**src/rtl/pma_arb_gen_if.sv**
```systemverilog
// Bus bundle for pma_arb_gen: requestor inputs, sweep/ERA controls and the granted address outputs.
// The master side drives requests; the slave side is the address generator.
interface pma_arb_gen_if #(
    parameter int unsigned PA_W  = 22,
    parameter int unsigned OFF_W = 9,
    parameter int unsigned NREQ  = 4
);
    localparam int unsigned PG_W = PA_W - OFF_W;

    logic [NREQ-1:0]      req;
    logic [NREQ*PA_W-1:0] req_adr;
    logic [NREQ*2-1:0]    req_kind;
    logic                 cyc_done;
    logic                 ubr_ld;
    logic                 ebr_ld;
    logic [PG_W-1:0]      base_d;
    logic                 sweep_start;
    logic                 sweep_all;
    logic [PG_W-1:0]      sweep_page;
    logic                 err_in;
    logic                 era_unlock;

    logic [NREQ:0]        grant;
    logic                 pa_valid;
    logic [PA_W-1:0]      pa;
    logic                 pa_par;
    logic                 busy;
    logic                 sweep_busy;
    logic                 sweep_done;
    logic [PA_W-1:0]      era;
    logic                 era_held;

    modport master (
        output req, req_adr, req_kind, cyc_done, ubr_ld, ebr_ld, base_d,
               sweep_start, sweep_all, sweep_page, err_in, era_unlock,
        input  grant, pa_valid, pa, pa_par, busy, sweep_busy, sweep_done, era, era_held
    );

    modport slave (
        input  req, req_adr, req_kind, cyc_done, ubr_ld, ebr_ld, base_d,
               sweep_start, sweep_all, sweep_page, err_in, era_unlock,
        output grant, pa_valid, pa, pa_par, busy, sweep_busy, sweep_done, era, era_held
    );
endinterface

```
**src/rtl/pma_arb_gen.sv**
```systemverilog
// Physical-address generator: fixed-priority arbitration over NREQ requestors plus a cache-sweep
// engine, base-register relocation, parity and a freezable error-address register.
module pma_arb_gen #(
    parameter int unsigned PA_W    = 22,
    parameter int unsigned OFF_W   = 9,
    parameter int unsigned LINE_W  = 7,
    parameter int unsigned NREQ    = 4,
    parameter bit          PAR_ODD = 1'b1
) (
    input logic           clock,
    input logic           reset_n,
    pma_arb_gen_if.slave  bus
);
    localparam int unsigned PG_W = PA_W - OFF_W;

    typedef enum logic [0:0] {StIdle, StCyc} state_e;

    state_e            state_q;
    logic [NREQ:0]     grant_q;
    logic              pa_valid_q;
    logic [PA_W-1:0]   pa_q;
    logic              pa_par_q;
    logic              sweep_busy_q;
    logic              sweep_last_q;
    logic              sweep_done_q;
    logic              sweep_all_q;
    logic [PG_W-1:0]   spage_q;
    logic [LINE_W-1:0] sline_q;
    logic [PA_W-1:0]   era_q;
    logic              era_held_q;
    logic [PG_W-1:0]   ubr_q;
    logic [PG_W-1:0]   ebr_q;

    logic              arb;
    logic              err_cyc;
    logic              sweep_end;
    logic [NREQ:0]     win;
    logic [PA_W-1:0]   win_pa;
    logic [OFF_W-1:0]  sw_off;

    function automatic logic [PA_W-1:0] reloc(input logic [PA_W-1:0] adr,
                                              input logic [1:0]      kind,
                                              input logic [PG_W-1:0] ubr,
                                              input logic [PG_W-1:0] ebr);
        logic [PA_W-1:0] res;
        unique case (kind)
            2'd0:    res = adr;
            2'd1:    res = {ubr, adr[OFF_W-1:0]};
            2'd2:    res = {ebr, adr[OFF_W-1:0]};
            default: res = adr[PA_W-1] ? {ubr, adr[OFF_W-1:0]} : {ebr, adr[OFF_W-1:0]};
        endcase
        return res;
    endfunction

    assign arb       = (state_q == StIdle) || bus.cyc_done;
    assign err_cyc   = (state_q == StCyc) && bus.err_in;
    assign sweep_end = (state_q == StCyc) && bus.cyc_done && grant_q[NREQ] && sweep_last_q;
    assign sw_off    = OFF_W'(sline_q) << (OFF_W - LINE_W);

    // Sweep is the default winner; the descending scan lets lower indices override it.
    always_comb begin
        win    = '0;
        win_pa = '0;
        if (sweep_busy_q && !sweep_last_q) begin
            win[NREQ] = 1'b1;
            win_pa    = {spage_q, sw_off};
        end
        for (int i = NREQ - 1; i >= 0; i--) begin
            if (bus.req[i]) begin
                win    = '0;
                win[i] = 1'b1;
                win_pa = reloc(bus.req_adr[i*PA_W +: PA_W], bus.req_kind[2*i +: 2], ubr_q, ebr_q);
            end
        end
    end

    always_ff @(posedge clock or negedge reset_n) begin
        if (!reset_n) begin
            state_q      <= StIdle;
            grant_q      <= '0;
            pa_valid_q   <= 1'b0;
            pa_q         <= '0;
            pa_par_q     <= PAR_ODD;
            sweep_busy_q <= 1'b0;
            sweep_last_q <= 1'b0;
            sweep_done_q <= 1'b0;
            sweep_all_q  <= 1'b0;
            spage_q      <= '0;
            sline_q      <= '0;
            era_q        <= '0;
            era_held_q   <= 1'b0;
            ubr_q        <= '0;
            ebr_q        <= '0;
        end else begin
            pa_valid_q   <= 1'b0;
            sweep_done_q <= 1'b0;

            if (arb) begin
                if (|win) begin
                    state_q    <= StCyc;
                    grant_q    <= win;
                    pa_q       <= win_pa;
                    pa_par_q   <= (^win_pa) ^ PAR_ODD;
                    pa_valid_q <= 1'b1;
                    // An error on the closing cycle must keep that cycle's address.
                    if (!era_held_q && !err_cyc) begin
                        era_q <= win_pa;
                    end
                end else begin
                    state_q <= StIdle;
                    grant_q <= '0;
                end
            end

            if (arb && win[NREQ]) begin
                if (sline_q != '0) begin
                    sline_q <= sline_q - LINE_W'(1);
                end else if (sweep_all_q && spage_q != '0) begin
                    spage_q <= spage_q - PG_W'(1);
                    sline_q <= '1;
                end else begin
                    sweep_last_q <= 1'b1;
                end
            end else if (bus.sweep_start && !sweep_busy_q) begin
                spage_q      <= bus.sweep_page;
                sline_q      <= '1;
                sweep_all_q  <= bus.sweep_all;
                sweep_busy_q <= 1'b1;
                sweep_last_q <= 1'b0;
            end

            if (sweep_end) begin
                sweep_busy_q <= 1'b0;
                sweep_last_q <= 1'b0;
                sweep_done_q <= 1'b1;
            end

            if (err_cyc) begin
                era_held_q <= 1'b1;
            end else if (bus.era_unlock) begin
                era_held_q <= 1'b0;
            end

            if (bus.ubr_ld) begin
                ubr_q <= bus.base_d;
            end
            if (bus.ebr_ld) begin
                ebr_q <= bus.base_d;
            end
        end
    end

    assign bus.grant      = grant_q;
    assign bus.pa_valid   = pa_valid_q;
    assign bus.pa         = pa_q;
    assign bus.pa_par     = pa_par_q;
    assign bus.busy       = (state_q == StCyc);
    assign bus.sweep_busy = sweep_busy_q;
    assign bus.sweep_done = sweep_done_q;
    assign bus.era        = era_q;
    assign bus.era_held   = era_held_q;
endmodule

```
**src/flat_wrapper.sv**
```systemverilog
// flat-port wrapper written by rule: the top's interface ports become plain ports
module pma_arb_gen_flat 
#(
    parameter int unsigned PA_W    = 22,
    parameter int unsigned OFF_W   = 9,
    parameter int unsigned LINE_W  = 7,
    parameter int unsigned NREQ    = 4,
    parameter bit          PAR_ODD = 1'b1
)
  (clock, reset_n, bus_req, bus_req_adr, bus_req_kind, bus_cyc_done, bus_ubr_ld, bus_ebr_ld, bus_base_d, bus_sweep_start, bus_sweep_all, bus_sweep_page, bus_err_in, bus_era_unlock, bus_grant, bus_pa_valid, bus_pa, bus_pa_par, bus_busy, bus_sweep_busy, bus_sweep_done, bus_era, bus_era_held);
  pma_arb_gen_if #(.PA_W(PA_W), .OFF_W(OFF_W), .NREQ(NREQ)) bus_i ();
  input logic clock;
  input logic reset_n;
  input wire logic [$bits(bus_i.req)-1:0] bus_req;
  input wire logic [$bits(bus_i.req_adr)-1:0] bus_req_adr;
  input wire logic [$bits(bus_i.req_kind)-1:0] bus_req_kind;
  input wire logic [$bits(bus_i.cyc_done)-1:0] bus_cyc_done;
  input wire logic [$bits(bus_i.ubr_ld)-1:0] bus_ubr_ld;
  input wire logic [$bits(bus_i.ebr_ld)-1:0] bus_ebr_ld;
  input wire logic [$bits(bus_i.base_d)-1:0] bus_base_d;
  input wire logic [$bits(bus_i.sweep_start)-1:0] bus_sweep_start;
  input wire logic [$bits(bus_i.sweep_all)-1:0] bus_sweep_all;
  input wire logic [$bits(bus_i.sweep_page)-1:0] bus_sweep_page;
  input wire logic [$bits(bus_i.err_in)-1:0] bus_err_in;
  input wire logic [$bits(bus_i.era_unlock)-1:0] bus_era_unlock;
  output wire logic [$bits(bus_i.grant)-1:0] bus_grant;
  output wire logic [$bits(bus_i.pa_valid)-1:0] bus_pa_valid;
  output wire logic [$bits(bus_i.pa)-1:0] bus_pa;
  output wire logic [$bits(bus_i.pa_par)-1:0] bus_pa_par;
  output wire logic [$bits(bus_i.busy)-1:0] bus_busy;
  output wire logic [$bits(bus_i.sweep_busy)-1:0] bus_sweep_busy;
  output wire logic [$bits(bus_i.sweep_done)-1:0] bus_sweep_done;
  output wire logic [$bits(bus_i.era)-1:0] bus_era;
  output wire logic [$bits(bus_i.era_held)-1:0] bus_era_held;
  assign bus_i.req = bus_req;
  assign bus_i.req_adr = bus_req_adr;
  assign bus_i.req_kind = bus_req_kind;
  assign bus_i.cyc_done = bus_cyc_done;
  assign bus_i.ubr_ld = bus_ubr_ld;
  assign bus_i.ebr_ld = bus_ebr_ld;
  assign bus_i.base_d = bus_base_d;
  assign bus_i.sweep_start = bus_sweep_start;
  assign bus_i.sweep_all = bus_sweep_all;
  assign bus_i.sweep_page = bus_sweep_page;
  assign bus_i.err_in = bus_err_in;
  assign bus_i.era_unlock = bus_era_unlock;
  assign bus_grant = bus_i.grant;
  assign bus_pa_valid = bus_i.pa_valid;
  assign bus_pa = bus_i.pa;
  assign bus_pa_par = bus_i.pa_par;
  assign bus_busy = bus_i.busy;
  assign bus_sweep_busy = bus_i.sweep_busy;
  assign bus_sweep_done = bus_i.sweep_done;
  assign bus_era = bus_i.era;
  assign bus_era_held = bus_i.era_held;
  pma_arb_gen #(.PA_W(PA_W), .OFF_W(OFF_W), .LINE_W(LINE_W), .NREQ(NREQ), .PAR_ODD(PAR_ODD)) u_core (.clock(clock), .reset_n(reset_n), .bus(bus_i));
endmodule
```
**config.mk**
```make
export PLATFORM = sky130hd
export DESIGN_NAME = pma_arb_gen_flat
export DESIGN_NICKNAME = d
export VERILOG_FILES = /design/src/rtl/pma_arb_gen_if.sv /design/src/rtl/pma_arb_gen.sv /design/src/flat_wrapper.sv
export SDC_FILE = /design/constraint.sdc
export NUM_CORES = 1
export LEC_CHECK = 0
export BUFFER_PORTS_ARGS = -buffer_cell sky130_fd_sc_hd__buf_4
export CELL_PAD_IN_SITES_DETAIL_PLACEMENT = 0
export CELL_PAD_IN_SITES_GLOBAL_PLACEMENT = 1
export CORE_UTILIZATION = 44
export CTS_BUF_LIST = sky130_fd_sc_hd__clkbuf_4
export DETAILED_ROUTE_END_ITERATION = 10
export GPL_ROUTABILITY_DRIVEN = 0
export MAX_ROUTING_LAYER = met4
export PLACE_DENSITY_LB_ADDON = 0.1
export SETUP_SLACK_MARGIN = 0.15
export SLEW_MARGIN = 20
export SYNTH_ARGS = -nofsm -noshare
export SYNTH_HDL_FRONTEND = slang
export SYNTH_SLANG_ARGS = --single-unit
```
**constraint.sdc**
```tcl
create_clock -name clock -period 5.1 [get_ports clock]
set_input_delay 0.51 -clock clock [delete_from_list [all_inputs] [get_ports clock]]
set_output_delay 0.51 -clock clock [all_outputs]
set_load 0.05 [all_outputs]
```
==> flow_summary.toml <==
[outcome]
outcome = "finished, final reports clean"

[route]
vias_per_cell = 6.064
vias = 6531
drt-pass1-iter-count = 5
drtIter0Drc = 539
detail-route-antenna-nets = 0
drc = 0
routed_wl_um = 22090
route.detailed.wl_per_inst_um = 20.51

[synth]
synth_commonest_cells = "dfrtp_1 (102), nand2_1 (85), o21ai_0 (76)"
synth_warnings = 0
syn_inst = 741
synth_ff_type = "dfrtp_1"
synth_most_common_cell = "dfrtp_1"
syn-num-nets = 879
netlist_area_sq_um = 6824
synth_area_leaders = "dfrtp_1 (37%), mux2_2 (9.1%), o21ai_0 (5.6%), nand2_1 (4.7%), mux2i_1 (4.0%)"
synthArstFlopShare = 1.000
yosysTopAreaCell = "dfrtp_1"
synth-seq-cells = 103
ys_seq_area_frac = 0.3779
synth_top_area_frac = 0.3740
synth_edf_count = 0
synth_cell_type_count = 73
synth_area_per_cell_sq_um = 9.209

[clocking]
clkLatencyLatePin_ns = 0.49
root_buffer = "clkbuf_4"
cts_max_level = 3
cts.sinks = 103
cts_setup_buffers = 0
ctsResizeCount = 0
clk_path_buf_depth = 2
clkSlewWorstSetupHoldPaths_ns = 0.18
cts_buffers = 9
cts_tree = "yes"

[sta]
fin_crit_sh = 0.6723
worst_slew_pin_slew_ns = 1.055
max_freq_mhz = 291.7
worst_slack_ns = 1.671
slew_headroom = 0.2915
grt_setup_unrepaired = "no"
setup_viol = 0
fin_crit_ns = 3.429
setup_tns_ns = 0
slew_viol_final = 0
skew_ns = 0.02369
hold_viol = 0

[global_routing]
grt_overflow = 0
grt_pass1_wl_um = 34400
grt_util_all_layers = 0.2884
antenna_found_initial = 1
grt_start_max_net_pins = 70
grt_pass1_vias = 6179

[worst_setup_path]
startpoint_type = "flop"
critPathArrivalTime_ns = 3.85
cp_max_fo = 25
cp.required_ns = 5.52
criticalPathCategory = "reg -> reg"
endpoint_kind = "flop"

[floorplanning]
rows = 45
ioPinCount = 190
die_area_sq_um = 16010
start_util = 0.4506
die_w_um = 126.5
core_sq_um = 15150
die_h_um = 126.5

[cells_and_area]
area_delta_synth_final_pct = 22.15
fin_nets = 1021
fin_cells = 1077
final_layout_size_suffix_gt1_frac = 0.3288

[pwr]
power_density_nw_per_um2 = 347.9
power.total_uw = 2900
leakage_uw = 0.003698
irDropWorstVdd_mv = 0.1555

[placement]
io_buffers = 189
placedCellCount = 1059
dpl.hpwl_um = 16800
place_ws_ns = 1.450

[hold_path]
hp-class = "in -> reg"

[flow_run]
maxCapViolCount = 0
==> layer usage <==
metal | GRT usage | up-vias | routed length, um
li1 | - | 3026 | -
met1 | 0.3904 | 3152 | 9906
met2 | 0.4391 | 311 | 10120
met3 | 0.03754 | 42 | 1443
met4 | 0.1134 | 0 | 618
met5 | - | - | 0
==> final cells by class <==
cell class / instances / area [sq um]
multi-input combinational: 554 / 3834
antenna: 1 / 2.502
fill: 1400 / 6810
tap: 188 / 235.2
clock inverter: 7 / 80.08
sequential: 103 / 2579
timing repair buffer: 194 / 1459
inverter: 21 / 78.83
clock buffer: 9 / 67.56
==> report_power, final <==
group          leakage (uW)  internal, uW  switching (uW)
clock             0.0000784           156             297
sequential          0.00123           995             215
combinational       0.00239           495             743
total               0.00370          1650            1250
==> placed cells by master, fill, tap and decap left out, types with 15 or more instances in the layout <==
cell type,count
nand2_1,85
mux2_2,55
mux2i_1,27
buf_4,193
nand3_1,19
dfrtp_1,102
o21ai_0,76
inv_1,20
o22ai_1,15
nor2_1,34
a21oi_1,41
==> worst paths after layout <==
check | from | cells after the start | slack (ns) | end
worst max-delay path | u_core.sweep_last_q | 9 | 1.67 | u_core.bus.pa_par
worst min-delay path | bus_era_unlock | 2 | 0.20 | u_core.bus.era_held
max in group asynchronous | reset_n | 3 | 3.35 | u_core.sline_q[0]
worst max register to register | u_core.sweep_last_q | 9 | 1.67 | u_core.bus.pa_par
worst min register to register | u_core.bus.pa_par | 2 | 0.48 | u_core.bus.pa_par
min in group asynchronous | reset_n | 2 | 0.49 | u_core.bus.era[10]
==> state kept, by name, indices dropped and copies added, names as in the netlist <==
name,cells
u_core.bus.era,22
u_core.bus.pa,22
u_core.ebr_q,13
u_core.spage_q,13
u_core.ubr_q,13
u_core.sline_q,7
u_core.bus.grant,5
u_core.bus.busy,1
u_core.bus.era_held,1
u_core.bus.pa_par,1
u_core.bus.pa_valid,1
u_core.bus.sweep_busy,1
u_core.bus.sweep_done,1
u_core.sweep_all_q,1
u_core.sweep_last_q,1
==> worst max-delay path, cell delays in order (launching register included) <==
cell	delay, ns
dfrtp_1	0.47
nor3b_4	0.84
nand2_1	0.13
and3_1	0.21
or4_1	0.60
xor2_1	0.18
xnor3_1	0.27
xnor2_2	0.18
xnor3_1	0.33
o21ai_1	0.14
==> kinds of logic after synthesis <==
family | synth area share
flip-flops | 0.3779
multiplexers | 0.1304
AO/OA/AOI/OAI | 0.2462
AND/OR/NAND/NOR | 0.1483
buffers and inverters | 0.06032
adder cells (fa/ha/maj) | 0.005501
XOR/XNOR | 0.03135
==> repair_timing <==
item / in CTS / in global routing
endpoints found under the hold margin: 34 / 0
hold buffers: 1 / 0
setup endpoints to repair: 0 / 0
==> metrics by stage <==
step	hold WS, ns	instance area, sq um	utilization
final	0.2019	8335	0.5504
after global routing	0.1731	8335	0.5504
after CTS	0.1686	8333	0.5502
after detailed placement	0.4673	8175	0.5398
after global placement	0.4561	8175	0.5398
after floorplan	0.2144	6824	-
Power figures use the tool's default switching activity.
